`config.mk`:
```
export PLATFORM = sky130hd
export DESIGN_NAME = shift_reg_univ
export DESIGN_NICKNAME = d
export VERILOG_FILES = /design/src/rtl/shift_reg_univ.sv
export SDC_FILE = /design/constraint.sdc
export NUM_CORES = 1
export LEC_CHECK = 0
export BUFFER_PORTS_ARGS = -buffer_cell sky130_fd_sc_hd__buf_4
export CAP_MARGIN = 20
export CORE_AREA = 2 2 39 41
export CTS_CLUSTER_DIAMETER = 200
export DETAILED_ROUTE_END_ITERATION = 7
export DIE_AREA = 0 0 41 43
export PLACE_DENSITY = 0.68
export SETUP_SLACK_MARGIN = 0.1
export SLEW_MARGIN = 40
export SYNTH_ARGS = -nofsm -noshare
export SYNTH_HDL_FRONTEND = slang
export SYNTH_SLANG_ARGS = --single-unit
```
`constraint.sdc`:
```
create_clock -name clk -period 2.2 [get_ports clk]
set_clock_uncertainty 0.2 [all_clocks]
set_input_delay 0.11 -clock clk [delete_from_list [all_inputs] [get_ports clk]]
set_output_delay 0.11 -clock clk [all_outputs]
set_load 0.01 [all_outputs]
```
`src/rtl/shift_reg_univ.sv`:
```
// shift_reg_univ: parametrised universal shift register with a frame counter.
// Shift-class edges count up to WIDTH and pulse frame_done; load/clear restart the frame.
module shift_reg_univ #(
    parameter int              WIDTH       = 4,
    parameter logic [WIDTH-1:0] RESET_VALUE = '0,
    parameter int              CNT_W       = $clog2(WIDTH)
) (
    input  logic             clk,
    input  logic             reset,
    input  logic             en,
    input  logic [2:0]       mode,
    input  logic             sin,
    input  logic [WIDTH-1:0] D,
    output logic [WIDTH-1:0] Q,
    output logic             sout,
    output logic [CNT_W-1:0] bit_cnt,
    output logic             frame_done
);
    typedef enum logic [2:0] {
        M_HOLD = 3'b000,
        M_SHR  = 3'b001,
        M_SHL  = 3'b010,
        M_ROR  = 3'b011,
        M_ROL  = 3'b100,
        M_LOAD = 3'b101,
        M_ASR  = 3'b110,
        M_CLR  = 3'b111
    } mode_t;
    mode_t            op;
    logic [WIDTH-1:0] q_nxt;
    logic             is_shift;
    logic             restart;
    logic             wrap;
    assign op       = mode_t'(mode);
    assign is_shift = (op == M_SHR) || (op == M_SHL) || (op == M_ROR) || (op == M_ROL) || (op == M_ASR);
    assign restart  = (op == M_LOAD) || (op == M_CLR);
    assign wrap     = bit_cnt == CNT_W'(WIDTH - 1);
    assign sout     = (op == M_SHL || op == M_ROL) ? Q[WIDTH-1] : Q[0];
    always_comb begin
        q_nxt = Q;
        case (op)
            M_SHR:   q_nxt = {sin, Q[WIDTH-1:1]};
            M_SHL:   q_nxt = {Q[WIDTH-2:0], sin};
            M_ROR:   q_nxt = {Q[0], Q[WIDTH-1:1]};
            M_ROL:   q_nxt = {Q[WIDTH-2:0], Q[WIDTH-1]};
            M_LOAD:  q_nxt = D;
            M_ASR:   q_nxt = {Q[WIDTH-1], Q[WIDTH-1:1]};
            M_CLR:   q_nxt = '0;
            default: q_nxt = Q;
        endcase
    end
    always_ff @(posedge clk or negedge reset) begin
        if (!reset) begin
            Q          <= RESET_VALUE;
            bit_cnt    <= '0;
            frame_done <= 1'b0;
        end else begin
            frame_done <= en && is_shift && wrap;
            if (en) begin
                Q <= q_nxt;
                if (restart)
                    bit_cnt <= '0;
                else if (is_shift)
                    bit_cnt <= wrap ? '0 : bit_cnt + 1'b1;
            end
        end
    end
endmodule

```
==> results.env <==
ASYNC_FLOP_SHARE_PCT=100.0
NETLIST_AREA_UM2=550.5
ANTENNA_CELLS_INSERTED=0
HTREE_NUM_LEVELS=1
DIE_WIDTH_UM=41
LAYOUT.AREA.SEQ_UM2=175.2
CPMAXSTAGEDELAYCELL='sky130_fd_sc_hd__dfrtp_1'
POWER.LEAKAGE_nW=0.3247
FINISH.UTILIZATION_PCT=52.35
TRITONCTS.NUM_BUFFERS=3
NNETSFINAL=97
SYNTH_SEQ_AREA_SHARE_PCT=31.82
SETUP_TOTAL_NEGATIVE_SLACK_PS=0
RUN_STATUS='finished, final reports clean'
INITIAL_CORE_UTILIZATION_PCT=39.78
SORT_OF_ELEMENT_AT_THE_END_OF_THE_CRITICAL_PATH='register'
FINAL_WORST_PATH_CYCLE_SHARE_PCT=63.30
YOSYS-TOP-CELLS-AREA='sky130_fd_sc_hd__dfrtp_1 (32%), sky130_fd_sc_hd__nand2_1 (5.5%), sky130_fd_sc_hd__buf_6 (4.1%), sky130_fd_sc_hd__nand2b_1 (3.4%), sky130_fd_sc_hd__o22a_1 (3.2%)'
ROUTEDWLPERCELL_UM=12.76
MAX_SLEW_MARGIN_PCT=78.57
CTS_RESIZED=0
LAYOUT-DRIVE-GT1-SHARE_PCT=29.76
SYNTH_FP_NETS=75
CAP_VIOL_MAX_COUNT=0
VIAS=557
CLK_PIN_SLEW_WORST_PATHS_PS=50
PLACE_WS_PS=823.9
DRC=0
CPPEAKSTAGEDELAY_PS=400
WORST_HOLD_SLACK_PS=31.83
MULTIINPUTGATEAREA_UM2=322.8
SYNTH_CELL_TYPES=34
DETAILEDPLACEMENTHPWL_UM=927.7
SLEW_VIOLATIONS=0
HOLD-PATH-ENDPOINT='Q[2]'
HOLD_CLASS='in2reg'
REG2REG_SLACK_PS=810
CELL_INTERNAL_PWR_mW=0.3321
PORT-BUFFER-COUNT=18
VIAS_PER_INSTANCE=5.570
INITIALDRTVIOLATIONCOUNT=18
CLK_ROOT_BUFFER_CELL='sky130_fd_sc_hd__clkbuf_4'
GRT_SETUP_UNREPAIRED='no'
ANTENNA_FOUND_INITIAL=0
YOSYS.AREA.TOP_TYPE_SHARE_PCT=31.82
R2R-START='Q[1]'
LAYOUT.FILLER_CELLS=135
POWER.COMBINATIONAL.FRACTION_PCT=39.0
SEQ_POWER_SHARE_PCT=37.1
PLACE.DETAILED.INSTANCES=93
POWER.SWITCHING_mW=0.1742
CLOCK_POWER_SHARE_PCT=24.0
CP.REQUIRED_PS=2140
CRIT_FANOUT=4
P_SW_SHARE_PCT=34.41
CRITICAL_PATH.N_BUFFERS_INVERTERS=0
CTS.SINKS=7
DIE_HEIGHT_UM=43
TIGHTEST_SLEW_PS=320.4
YOSYS.CELL_COUNT.TOP_TYPE='sky130_fd_sc_hd__nand2_1'
YOSYSWARNINGS=0
POWER.DENSITY_CELL_AREA_mW_PER_MM2=698.9
SYN2LAYOUT_AREA_GROWTH_PCT=31.59
FP-ROW-COUNT=14
STARTPOINT_CLASS='register'
R2R.WORST_PATH.CELLS=4
INSTANCES_NO_FILL=100
DIEAREA_MM2=0.001763
FIRST_GLOBAL_VIAS=468
CLOCK_PERIOD_MINUS_WORST_SLACK_PS=1393
WIRELENGTH_UM=1276
REPORT.FINAL.HOLD_VIOL_COUNT=0
GRT_PASS1_WL_UM=2014
FIN_WS_PS=807.3
CRIT_PATH_CELL_TRACE='nand2b_1, a211oi_1, a21oi_1, o22a_1'
ARRIVAL_PS=1330
POST_SYNTH_INST_COUNT=63
GRT_UTIL_ALL_LAYERS_PCT=17.20
SETUP_VIOLATIONS=0
SYNTH-EDFF-COUNT=0
IR_WORST_VDD_V=0.0002884
YS_DOMINANT_REG_CELL='sky130_fd_sc_hd__dfrtp_1'
DETAIL-ROUTE-ANTENNA-NETS=0
CLOCK_PATH_BUFFERS=2
CTS_SETUP_BUFFERS=0
SYNTH.LARGEST_AREA_CELL='sky130_fd_sc_hd__dfrtp_1'
GRT_MAX_DEGREE=21
HOLD_PATH.STARTPOINT='D[2]'
DRT-PASS1-ITER-COUNT=4
SYNTH.TOP_CELLS.BY_COUNT='sky130_fd_sc_hd__nand2_1 (8), sky130_fd_sc_hd__dfrtp_1 (7), sky130_fd_sc_hd__nor2_1 (4)'
CRITPATHKIND='reg2reg'
MAXIMUM_CLOCK_FREQUENCY_MHz=718.0
GP_ROUTABILITY_CONGESTION=0.8609
POSTSYNTHREGISTERBITS=7
CORE_MM2=0.001384
HOLD_DEPTH=4
POSTSYNTHAREAPERCELL_UM2=8.739
CLK-INSERTION-DELAY-LATE_PS=260
CRITICAL_PATH.TOP_DELAY_FAMILY='compound AO/OA/AOI/OAI gates'
CTS_TREE='yes'
DESIGN.PORTCOUNT=19
REG2REG_TO='Q[2]'
GRT_REMAINING_OVERFLOW=0
[area by class of cell]
type	count	area share (%)
clock buffer	4	3.627
timing repair buffer	21	22.80
sequential	7	24.18
inverter	4	2.073
tap	16	2.763
multi-input combinational	48	44.56
[cells in the final DEF, fill, tap and decap left out, types with 3 or more instances in the layout]
master,n
sky130_fd_sc_hd__dlygate4sd3_1,3
sky130_fd_sc_hd__clkbuf_4,3
sky130_fd_sc_hd__dfrtp_1,7
sky130_fd_sc_hd__nand2b_1,3
sky130_fd_sc_hd__nor2_1,4
sky130_fd_sc_hd__buf_4,18
sky130_fd_sc_hd__inv_1,3
sky130_fd_sc_hd__nand3_1,3
sky130_fd_sc_hd__nand2_1,8
[how the worst max path moves through the flow]
stage	startpoint	end	slack [ps]	cells after the start
CTS	Q[1]	Q[2]	810	4
finish	Q[1]	Q[2]	810	4
floorplan	Q[1]	Q[2]	870	4
global route	Q[2]	Q[3]	660	4
detailed placement	Q[1]	Q[2]	820	4
global placement	Q[1]	Q[2]	820	4
[worst reg2reg max path: cells and delay by family, from the launching register on]
kind	cells	cell delay, ps
and+or+nand+nor	1	170
DFF	1	400
AOI/OAI and AO/OA	3	510
[cell families after synthesis]
| kind of cell | count (synthesis) | synth area share, % |
|---|---|---|
| adders and majority gates | 2 | 4.091 |
| DFF | 7 | 31.82 |
| xor gates and xnor gates | 1 | 1.591 |
| and+or+nand+nor | 25 | 25.68 |
| buffers and inverters | 8 | 9.544 |
| AOI/OAI and AO/OA | 20 | 27.27 |
[metrics by stage]
step / instance area, um^2 / power [mW]
2_1_floorplan: 550.5 / 0.2993
3_3_place_gp: 668.1 / 0.3822
3_5_place_dp: 668.1 / 0.3868
4_1_cts: 724.4 / 0.5159
5_1_grt: 724.4 / 0.5489
6_report: 724.4 / 0.5063
[registers in the layout (all words and copies together), names as in the netlist]
signal / count
Q: 4
bit_cnt: 2
frame_done: 1
[repair_timing]
action	CTS	global route
endpoints found under the setup margin	0	0
hold buffers	3	0
hold endpoints to repair	9	0
[layer usage]
metal	track usage (%)	wire length, um	up-vias
li1	-	-	274
met1	22.65	541	246
met2	23.13	613	33
met3	4.188	96	4
met4	12.67	24	0
met5	0	0	-
[power groups by stage]
| stage | logic [mW] | clock network (mW) | registers [mW] |
|---|---|---|---|
| floorplan | 0.0992 | 0 | 0.200 |
| global placement | 0.192 | 0 | 0.190 |
| detailed placement | 0.196 | 0 | 0.191 |
| CTS | 0.199 | 0.128 | 0.189 |
| global route | 0.220 | 0.135 | 0.194 |
| finish | 0.197 | 0.121 | 0.188 |
No activity file was read; power rests on OpenSTA's default activity.
